[src/rtl/seq_divider_pkg.sv]
// Shared definitions for the sequential restoring divider: FSM state
// encoding and the values every register takes under reset.
package seq_divider_pkg;

  typedef enum logic [1:0] {
    ST_IDLE = 2'd0,
    ST_RUN  = 2'd1,
    ST_DONE = 2'd2
  } state_e;

  localparam state_e RST_STATE = ST_IDLE;
  localparam logic   RST_FLAG  = 1'b0;
  localparam logic   RST_BIT   = 1'b0;

endpackage

[src/rtl/seq_divider_div_step.sv]
// One restoring-division step: shift the next dividend bit into the partial
// remainder and subtract the divisor when it fits.
module div_step #(
  parameter int WIDTH = 8
) (
  input  logic [WIDTH-1:0] rem_i,
  input  logic             bit_i,
  input  logic [WIDTH-1:0] divisor_i,
  output logic [WIDTH-1:0] rem_o,
  output logic             q_bit_o
);

  logic [WIDTH:0]   trial_s;
  logic [WIDTH-1:0] diff_s;

  // The trial value needs WIDTH+1 bits, but when it is at least the divisor
  // the difference is below the divisor, so the low WIDTH bits are exact.
  always_comb begin
    trial_s = {rem_i, bit_i};
    q_bit_o = (trial_s >= {1'b0, divisor_i});
    diff_s  = trial_s[WIDTH-1:0] - divisor_i;
    if (q_bit_o) begin
      rem_o = diff_s;
    end else begin
      rem_o = trial_s[WIDTH-1:0];
    end
  end

endmodule

[src/rtl/seq_divider.sv]
// Sequential unsigned divider with a start/busy/done handshake; produces one
// quotient bit per clock using a single div_step.
module seq_divider
  import seq_divider_pkg::*;
#(
  parameter  int WIDTH = 8,
  localparam int CNT_W = $clog2(WIDTH + 1)
) (
  input  logic             clk,
  input  logic             rst_b,
  input  logic             start,
  input  logic [WIDTH-1:0] dividend,
  input  logic [WIDTH-1:0] divisor,
  output logic [WIDTH-1:0] quotient,
  output logic [WIDTH-1:0] remainder,
  output logic             busy,
  output logic             done,
  output logic             dbz
);

  state_e           state_q, state_d;
  logic [CNT_W-1:0] cnt_q, cnt_d;
  logic [WIDTH-1:0] dvd_q, dvd_d;
  logic [WIDTH-1:0] dvs_q, dvs_d;
  logic [WIDTH-1:0] part_q, part_d;
  logic             dz_q, dz_d;
  logic [WIDTH-1:0] quo_q, quo_d;
  logic [WIDTH-1:0] rem_q, rem_d;
  logic             dbz_q, dbz_d;
  logic             busy_q, busy_d;
  logic             done_q, done_d;

  logic [WIDTH-1:0] step_rem_s;
  logic             step_bit_s;

  div_step #(.WIDTH(WIDTH)) u_step (
    .rem_i     (part_q),
    .bit_i     (dvd_q[WIDTH-1]),
    .divisor_i (dvs_q),
    .rem_o     (step_rem_s),
    .q_bit_o   (step_bit_s)
  );

  // Next-state and datapath update. dvd_q doubles as the quotient
  // accumulator: dividend bits shift out the top, quotient bits shift in.
  // A zero divisor takes a single dummy RUN cycle so done lands one edge
  // after accept, with the step result overridden on the way to DONE.
  always_comb begin
    state_d = state_q;
    cnt_d   = cnt_q;
    dvd_d   = dvd_q;
    dvs_d   = dvs_q;
    part_d  = part_q;
    dz_d    = dz_q;
    quo_d   = quo_q;
    rem_d   = rem_q;
    dbz_d   = dbz_q;
    busy_d  = busy_q;
    done_d  = 1'b0;
    case (state_q)
      ST_IDLE: begin
        if (start) begin
          dvd_d   = dividend;
          dvs_d   = divisor;
          part_d  = {WIDTH{1'b0}};
          dbz_d   = 1'b0;
          dz_d    = (divisor == {WIDTH{1'b0}});
          if (divisor == {WIDTH{1'b0}}) begin
            cnt_d = CNT_W'(1);
          end else begin
            cnt_d = CNT_W'(WIDTH);
          end
          state_d = ST_RUN;
          busy_d  = 1'b1;
        end else begin
          busy_d  = 1'b0;
        end
      end
      ST_RUN: begin
        part_d = step_rem_s;
        dvd_d  = {dvd_q[WIDTH-2:0], step_bit_s};
        cnt_d  = cnt_q - CNT_W'(1);
        busy_d = 1'b1;
        if (cnt_q == CNT_W'(1)) begin
          state_d = ST_DONE;
          done_d  = 1'b1;
          if (dz_q) begin
            quo_d = {WIDTH{1'b1}};
            rem_d = dvd_q;
            dbz_d = 1'b1;
          end else begin
            quo_d = {dvd_q[WIDTH-2:0], step_bit_s};
            rem_d = step_rem_s;
            dbz_d = 1'b0;
          end
        end else begin
          state_d = ST_RUN;
        end
      end
      ST_DONE: begin
        state_d = ST_IDLE;
        busy_d  = 1'b0;
      end
      default: begin
        state_d = ST_IDLE;
        busy_d  = 1'b0;
      end
    endcase
  end

  // State, datapath and registered outputs.
  always_ff @(posedge clk or negedge rst_b) begin
    if (!rst_b) begin
      state_q <= RST_STATE;
      cnt_q   <= {CNT_W{RST_BIT}};
      dvd_q   <= {WIDTH{RST_BIT}};
      dvs_q   <= {WIDTH{RST_BIT}};
      part_q  <= {WIDTH{RST_BIT}};
      dz_q    <= RST_FLAG;
      quo_q   <= {WIDTH{RST_BIT}};
      rem_q   <= {WIDTH{RST_BIT}};
      dbz_q   <= RST_FLAG;
      busy_q  <= RST_FLAG;
      done_q  <= RST_FLAG;
    end else begin
      state_q <= state_d;
      cnt_q   <= cnt_d;
      dvd_q   <= dvd_d;
      dvs_q   <= dvs_d;
      part_q  <= part_d;
      dz_q    <= dz_d;
      quo_q   <= quo_d;
      rem_q   <= rem_d;
      dbz_q   <= dbz_d;
      busy_q  <= busy_d;
      done_q  <= done_d;
    end
  end

  assign quotient  = quo_q;
  assign remainder = rem_q;
  assign busy      = busy_q;
  assign done      = done_q;
  assign dbz       = dbz_q;

endmodule

[config.mk]
export PLATFORM = sky130hd
export DESIGN_NAME = seq_divider
export DESIGN_NICKNAME = d
export VERILOG_FILES = /design/src/rtl/seq_divider_pkg.sv /design/src/rtl/seq_divider_div_step.sv /design/src/rtl/seq_divider.sv
export SDC_FILE = /design/constraint.sdc
export NUM_CORES = 1
export LEC_CHECK = 0
export BUFFER_PORTS_ARGS = -buffer_cell sky130_fd_sc_hd__clkbuf_2
export CAP_MARGIN = 20
export CORE_MARGIN = 4
export CORE_UTILIZATION = 45
export DETAILED_ROUTE_END_ITERATION = 10
export HOLD_SLACK_MARGIN = 0.1
export PLACE_DENSITY = 0.66
export SYNTH_ARGS = -nofsm -noshare
export SYNTH_HDL_FRONTEND = slang
export SYNTH_SLANG_ARGS = --single-unit
[constraint.sdc]
create_clock -name clk -period 2.1 [get_ports clk]
set_input_delay 0.42 -clock clk [delete_from_list [all_inputs] [get_ports clk]]
set_output_delay 0.42 -clock clk [all_outputs]
set_load 0.02 [all_outputs]
==> results.py, run 1 <==
metrics = {
    "clocking": {
        "clk_latency_ns": 0.30,
        "cts.path.max_buffers": 2,
        "clkTransAtPathRegs_ns": 0.09,
        "htree_levels": 2,
        "cts_root_buf": "clkbuf_8",
        "cts_tree": "yes",
        "cts_sinks": 50,
        "numCtsBuffers": 5,
    },
    "floorplanning": {
        "die_area_um2": 7400,
        "ios": 38,
        "initial_utilization_pct": 46.3,
        "core_um2": 5920,
        "die_h_um": 86.1,
        "fp.dieW_um": 86.1,
        "core.rowCount": 28,
    },
    "placed_design": {
        "dp_hpwl_um": 5030,
        "place_area_um2": 3190,
        "dp_slack_ns": -0.0971,
        "io_buffers": 37,
        "place.gp.congestion": 0.819,
    },
    "cells_and_area": {
        "diodes": 0,
        "nNetsFinal": 403,
        "fin_area_um2": 3500,
        "drive_above_1_share_pct": 30.0,
        "area_delta_synth_final_pct": 27.8,
    },
    "worst_setup_path": {
        "worstPathArrival_ns": 2.26,
        "start_kind": "register",
        "reg2reg_slack_ns": 0.04,
        "crit_required_ns": 2.29,
        "criticalPathCategory": "register to register",
        "critPathMaxFanout": 3,
        "rr_worst_depth": 7,
        "cpPeakStageDelay_ns": 0.43,
        "slowest_stage": "dfrtp_1",
        "worstSetupEndpointType": "register",
        "crit_chain": "ha_4 -> nand2b_4 -> a21o_1 -> a2111oi_4 -> buf_4 -> nor2_1 -> a311o_1",
        "timing.rr.end": "remainder[5]",
        "r2r_start": "part_q[0]",
    },
    "timing": {
        "period_share_pct": 98.3,
        "worst_slew_pin_slew_ns": 0.631,
        "rsz0062_at_grt": "yes",
        "skew_ns": 0.00596,
        "finalMaxSlewViolations": 0,
        "max_freq_ghz": 0.484,
        "period_minus_slack_ns": 2.06,
        "setup_violations": 0,
        "hold_violations": 0,
        "setup_ws_ns": 0.0359,
        "relSlewSlack_pct": 57.9,
    },
    "yosys": {
        "synthFlopType": "dfrtp_1",
        "syn-num-nets": 334,
        "async_reset_ff_share_pct": 100,
        "synth.avg_cell_area_um2": 9.02,
        "yosys-top-cells-area": "dfrtp_1 46%, nand2_1 7.4%, o21ai_0 5.7%",
        "ys_ff_latch": 50,
        "yosys.area.top_type": "dfrtp_1",
        "synth-edff-count": 0,
        "ys_types": 47,
        "post-synth-top-area-fraction_pct": 45.6,
        "synth.most_common_cell": "nand2_1",
        "syn_area_um2": 2740,
        "synth_seq_area_share_pct": 45.6,
        "netlist_instances": 304,
        "post_synth_most_frequent_cells": "54 x nand2_1, 50 x dfrtp_1, 31 x o21ai_0",
        "synth_warnings": 0,
    },
    "routing": {
        "drt_iter0_drc": 175,
        "wl_um": 7130,
        "ant_nets": 0,
        "num_vias": 2441,
        "drtPass1Iterations": 4,
        "vias_per_cell": 5.45,
        "route.detailed.drc": 0,
        "drt-wirelength-per-cell_um": 15.9,
    },
    "global_route": {
        "grt_use_total_pct": 19.8,
        "grt_first_pass_wirelength_um": 11600,
        "grt_pass1_vias": 2443,
        "antenna_found_initial": 0,
        "grt.overflow.total": 0,
        "grt_max_degree": 51,
    },
    "pwr": {
        "power_mw": 6.49,
        "p_leak_nw": 1.63,
        "p_per_area_nw_per_um2": 1850,
        "peakVddDrop_mv": 0.764,
    },
    "outcome": {
        "status": "finished, final reports clean",
    },
    "worst_hold_path": {
        "hp-class": "primary input to asynchronous set/reset pin",
    },
    "job": {
        "drv_cap": 0,
    },
}
[critical path: cells and delay by family (launching register included)]
kind,cells,cell delay [ns]
AND/OR/NAND/NOR,2,0.11
flip-flops,1,0.43
buffers and inverters,1,0.18
AO/OA/AOI/OAI,3,0.92
adder cells (fa/ha/maj),1,0.31
[cell families (layout without fill, tap and decap cells)]
family          count (synthesis)  in the layout  synth area share (%)
simple gates                  109            109                  19.0
compound gates                 94             94                  23.4
flops                          50             50                  45.6
buf+inv                        36            105                  5.34
fa+ha+maj                      11             11                  5.29
xor+xnor                        3              3                 0.959
mux                             1              1                 0.365
[sequential cells by signal (all words and copies together) (netlist names)]
name       flops
busy           1
cnt_q          4
dbz            1
done           1
dvd_q          8
dvs_q          8
dz_q           1
part_q         8
quotient       8
remainder      8
state_q        2
[per-layer routing]
metal	global-route usage [%]	vias to the layer above	wire (um)
met2	32.7	45	3570
met5	0	-	0
met3	3.27	7	327
met1	27.2	1176	3170
met4	4.75	0	70
li1	-	1213	-
[placed cells by master (no fill, tap or decap), drive strengths merged, types with 2 or more instances in the layout]
cell,n
nor2b,9
nor3b,5
clkbuf,42
inv,19
nor2,13
nand3,3
a21oi,15
or4b,2
nand2b,4
o31ai,2
buf,42
o211ai,14
nor3,5
and3,7
a22oi,8
a2111oi,2
a311o,2
nor4,2
and2,2
xnor2,2
o221ai,3
ha,10
clkinvlp,2
o21ai,34
a221o,2
nand2,54
a211oi,2
o22ai,3
dfrtp,50
[how the worst max path moves through the flow]
| stage | slack [ns] | startpoint | endpoint | depth (start not counted) |
|---|---|---|---|---|
| floorplan | 0.008 | part_q[4] | part_q[2] | 8 |
| finish | 0.04 | part_q[0] | remainder[5] | 7 |
| CTS | 0.01 | part_q[1] | part_q[2] | 7 |
| global placement | -0.05 | dvs_q[6] | part_q[1] | 7 |
| global route | -0.09 | dvs_q[1] | remainder[4] | 9 |
| detailed placement | -0.1 | dvd_q[7] | part_q[6] | 9 |
[final cells by class]
cell class	instances	area [um^2]
Clock buffer	5	68.8
Clock inverter	2	15.0
Fill cell	541	2420
Inverter	19	71.3
Multi-Input combinational cell	218	1490
Sequential cell	50	1250
Tap cell	75	93.8
Timing Repair Buffer	79	517
[stage by stage]
step                      TNS [ns]  std cells  hold WS [ns]  util (%)
after floorplan                  0        304         0.124         -
after global placement      -0.112        431         0.450      53.8
after detailed placement    -0.298        431         0.456      53.8
after CTS                        0        443         0.233      56.9
after global routing        -0.679        448         0.269      59.2
final                            0        448         0.215      59.2
[what timing repair did]
item | 4_1_cts | 5_1_grt
hold buffers | 0 | 0
gates resized for setup | 7 | 20
cloned | 0 | 0
endpoints found under the setup margin | 8 | 16
buffers inserted | 5 | 5
pin swaps | 3 | 16
[power by group]
part	internal, mW	switching, mW	leakage, nW
Combinational	1.99	2.23	0.964
Clock	0.228	0.327	0.0362
Sequential	1.39	0.326	0.628
Total	3.60	2.89	1.63
(Power assumes the default switching activity.)
==> run 2, diff against run 1 <==
Settings changed: PLACE_DENSITY 0.66 to 0.64.
Clock period 2.1 ns to 2.6 ns, I/O delays scaled along.
==> results.py, run 2 (synthesis results as in run 1) <==
metrics = {
    "clocking": {
        "cts_resized": 0,
        "cts_tree": "yes",
        "cts_root_buf": "clkbuf_8",
        "htree_levels": 2,
        "cts_sinks": 50,
        "clkTransAtPathRegs_ns": 0.11,
        "cts.path.max_buffers": 2,
        "clk_latency_ns": 0.31,
        "cts_setup_buffers": 0,
        "postCtsHoldBufs": 0,
        "numCtsBuffers": 5,
    },
    "pwr": {
        "peakVddDrop_mv": 0.708,
        "p_per_area_nw_per_um2": 1430,
        "p_leak_nw": 1.46,
    },
    "routing": {
        "ant_nets": 0,
        "drt-wirelength-per-cell_um": 15.7,
        "vias_per_cell": 5.64,
        "route.detailed.drc": 0,
        "num_vias": 2340,
        "wl_um": 6520,
        "drtPass1Iterations": 4,
        "drt_iter0_drc": 223,
    },
    "placed_design": {
        "place.gp.congestion": 0.787,
        "io_buffers": 37,
        "dp_hpwl_um": 4680,
    },
    "global_route": {
        "grt.overflow.total": 0,
        "grt_use_total_pct": 18.8,
        "antenna_found_initial": 0,
        "grt_first_pass_wirelength_um": 11000,
        "grt_pass1_vias": 2238,
        "grt_max_degree": 51,
    },
    "worst_setup_path": {
        "worstPathArrival_ns": 2.51,
        "crit_required_ns": 2.77,
        "critPathMaxFanout": 17,
        "worstSetupEndpointType": "register",
        "criticalPathCategory": "register to register",
        "reg2reg_slack_ns": 0.26,
        "timing.rr.end": "part_q[0]",
        "r2r_start": "part_q[5]",
        "rr_worst_depth": 6,
        "start_kind": "register",
    },
    "cells_and_area": {
        "area_delta_synth_final_pct": 13.9,
        "layout_commonest_cell": "nand2_1",
        "drive_above_1_share_pct": 17.6,
        "nNetsFinal": 369,
        "final_cell_mix": "54 x nand2_1, 50 x dfrtp_1, 37 x clkbuf_2",
        "final.fill_count": 549,
        "diodes": 0,
    },
    "floorplanning": {
        "ios": 38,
        "core_um2": 5920,
        "die_area_um2": 7400,
        "initial_utilization_pct": 46.3,
        "core.rowCount": 28,
        "die_h_um": 86.1,
        "fp.dieW_um": 86.1,
    },
    "timing": {
        "period_share_pct": 90.0,
        "period_minus_slack_ns": 2.34,
        "relSlewSlack_pct": 57.1,
        "skew_ns": 0.0150,
        "worst_slew_pin_slew_ns": 0.643,
        "max_freq_ghz": 0.427,
        "setup_violations": 0,
        "finalMaxSlewViolations": 0,
        "fin_hold_ws_ns": 0.298,
        "tns_ns": 0,
        "rsz0062_at_grt": "no",
        "hold_violations": 0,
    },
    "outcome": {
        "status": "finished, final reports clean",
    },
    "job": {
        "drv_cap": 0,
    },
    "worst_hold_path": {
        "hp-class": "primary input to asynchronous set/reset pin",
    },
}
[run 2: cell types whose count changed in the layout (fill, tap and decap cells not counted), moves of 2 or more]
cell	change
ha_4	-6
inv_2	-3
clkinvlp_4	-2
buf_4	-32
nor3_1	+2
a211oi_1	+2
nor3_2	-2
inv_1	+3
ha_1	+6
[run 2: power by group]
group / total [mW] / switching (mW) / internal [mW]
Combinational: 2.47 / 1.49 / 0.980
Clock: 0.577 / 0.284 / 0.292
Sequential: 1.41 / 0.286 / 1.12
[run 2: per-stage QoR]
step,std cells,setup WS [ns],area (um^2),util [%],power [mW]
floorplan,304,0.477,2740,-,3.25
global placement,407,0.357,3010,50.8,3.84
detailed placement,407,0.298,3010,50.8,3.88
CTS,415,0.268,3120,52.7,4.47
global route,415,0.173,3120,52.7,4.84
finish,415,0.260,3120,52.7,4.46
[run 2: metal layers]
layer,wire length [um],vias up,global-route usage [%]
met5,0,-,0
met4,64,0,5.90
met3,225,6,3.46
met2,3120,46,28.9
met1,3100,1141,26.7
li1,-,1147,-
[run 2: worst max path at each step]
stage               startpoint         to  slack [ns]  cells past startpoint
global placement     part_q[5]  part_q[0]        0.36                      6
finish               part_q[5]  part_q[0]        0.26                      6
global route         part_q[5]  part_q[1]        0.17                      6
floorplan            part_q[5]  part_q[2]        0.48                      7
CTS                  part_q[5]  part_q[0]        0.27                      6
detailed placement   part_q[5]  part_q[0]        0.30                      6
[run 2: layout make-up]
class                           count  area, um^2  area share (%)
Clock buffer                        5        68.8            2.20
Clock inverter                      3        47.5            1.52
Inverter                           19        71.3            2.28
Multi-Input combinational cell    218        1340            43.0
Sequential cell                    50        1250            40.1
Tap cell                           75        93.8            3.01
Timing Repair Buffer               45         245            7.86
[run 2: worst max-delay path, stage by stage (launching register included)]
cell and delay (ns):
dfrtp_1 0.43, ha_1 0.41, a21oi_4 0.19, o21ai_2 0.08, a211o_4 0.41, or2_4 0.34, o311ai_0 0.35
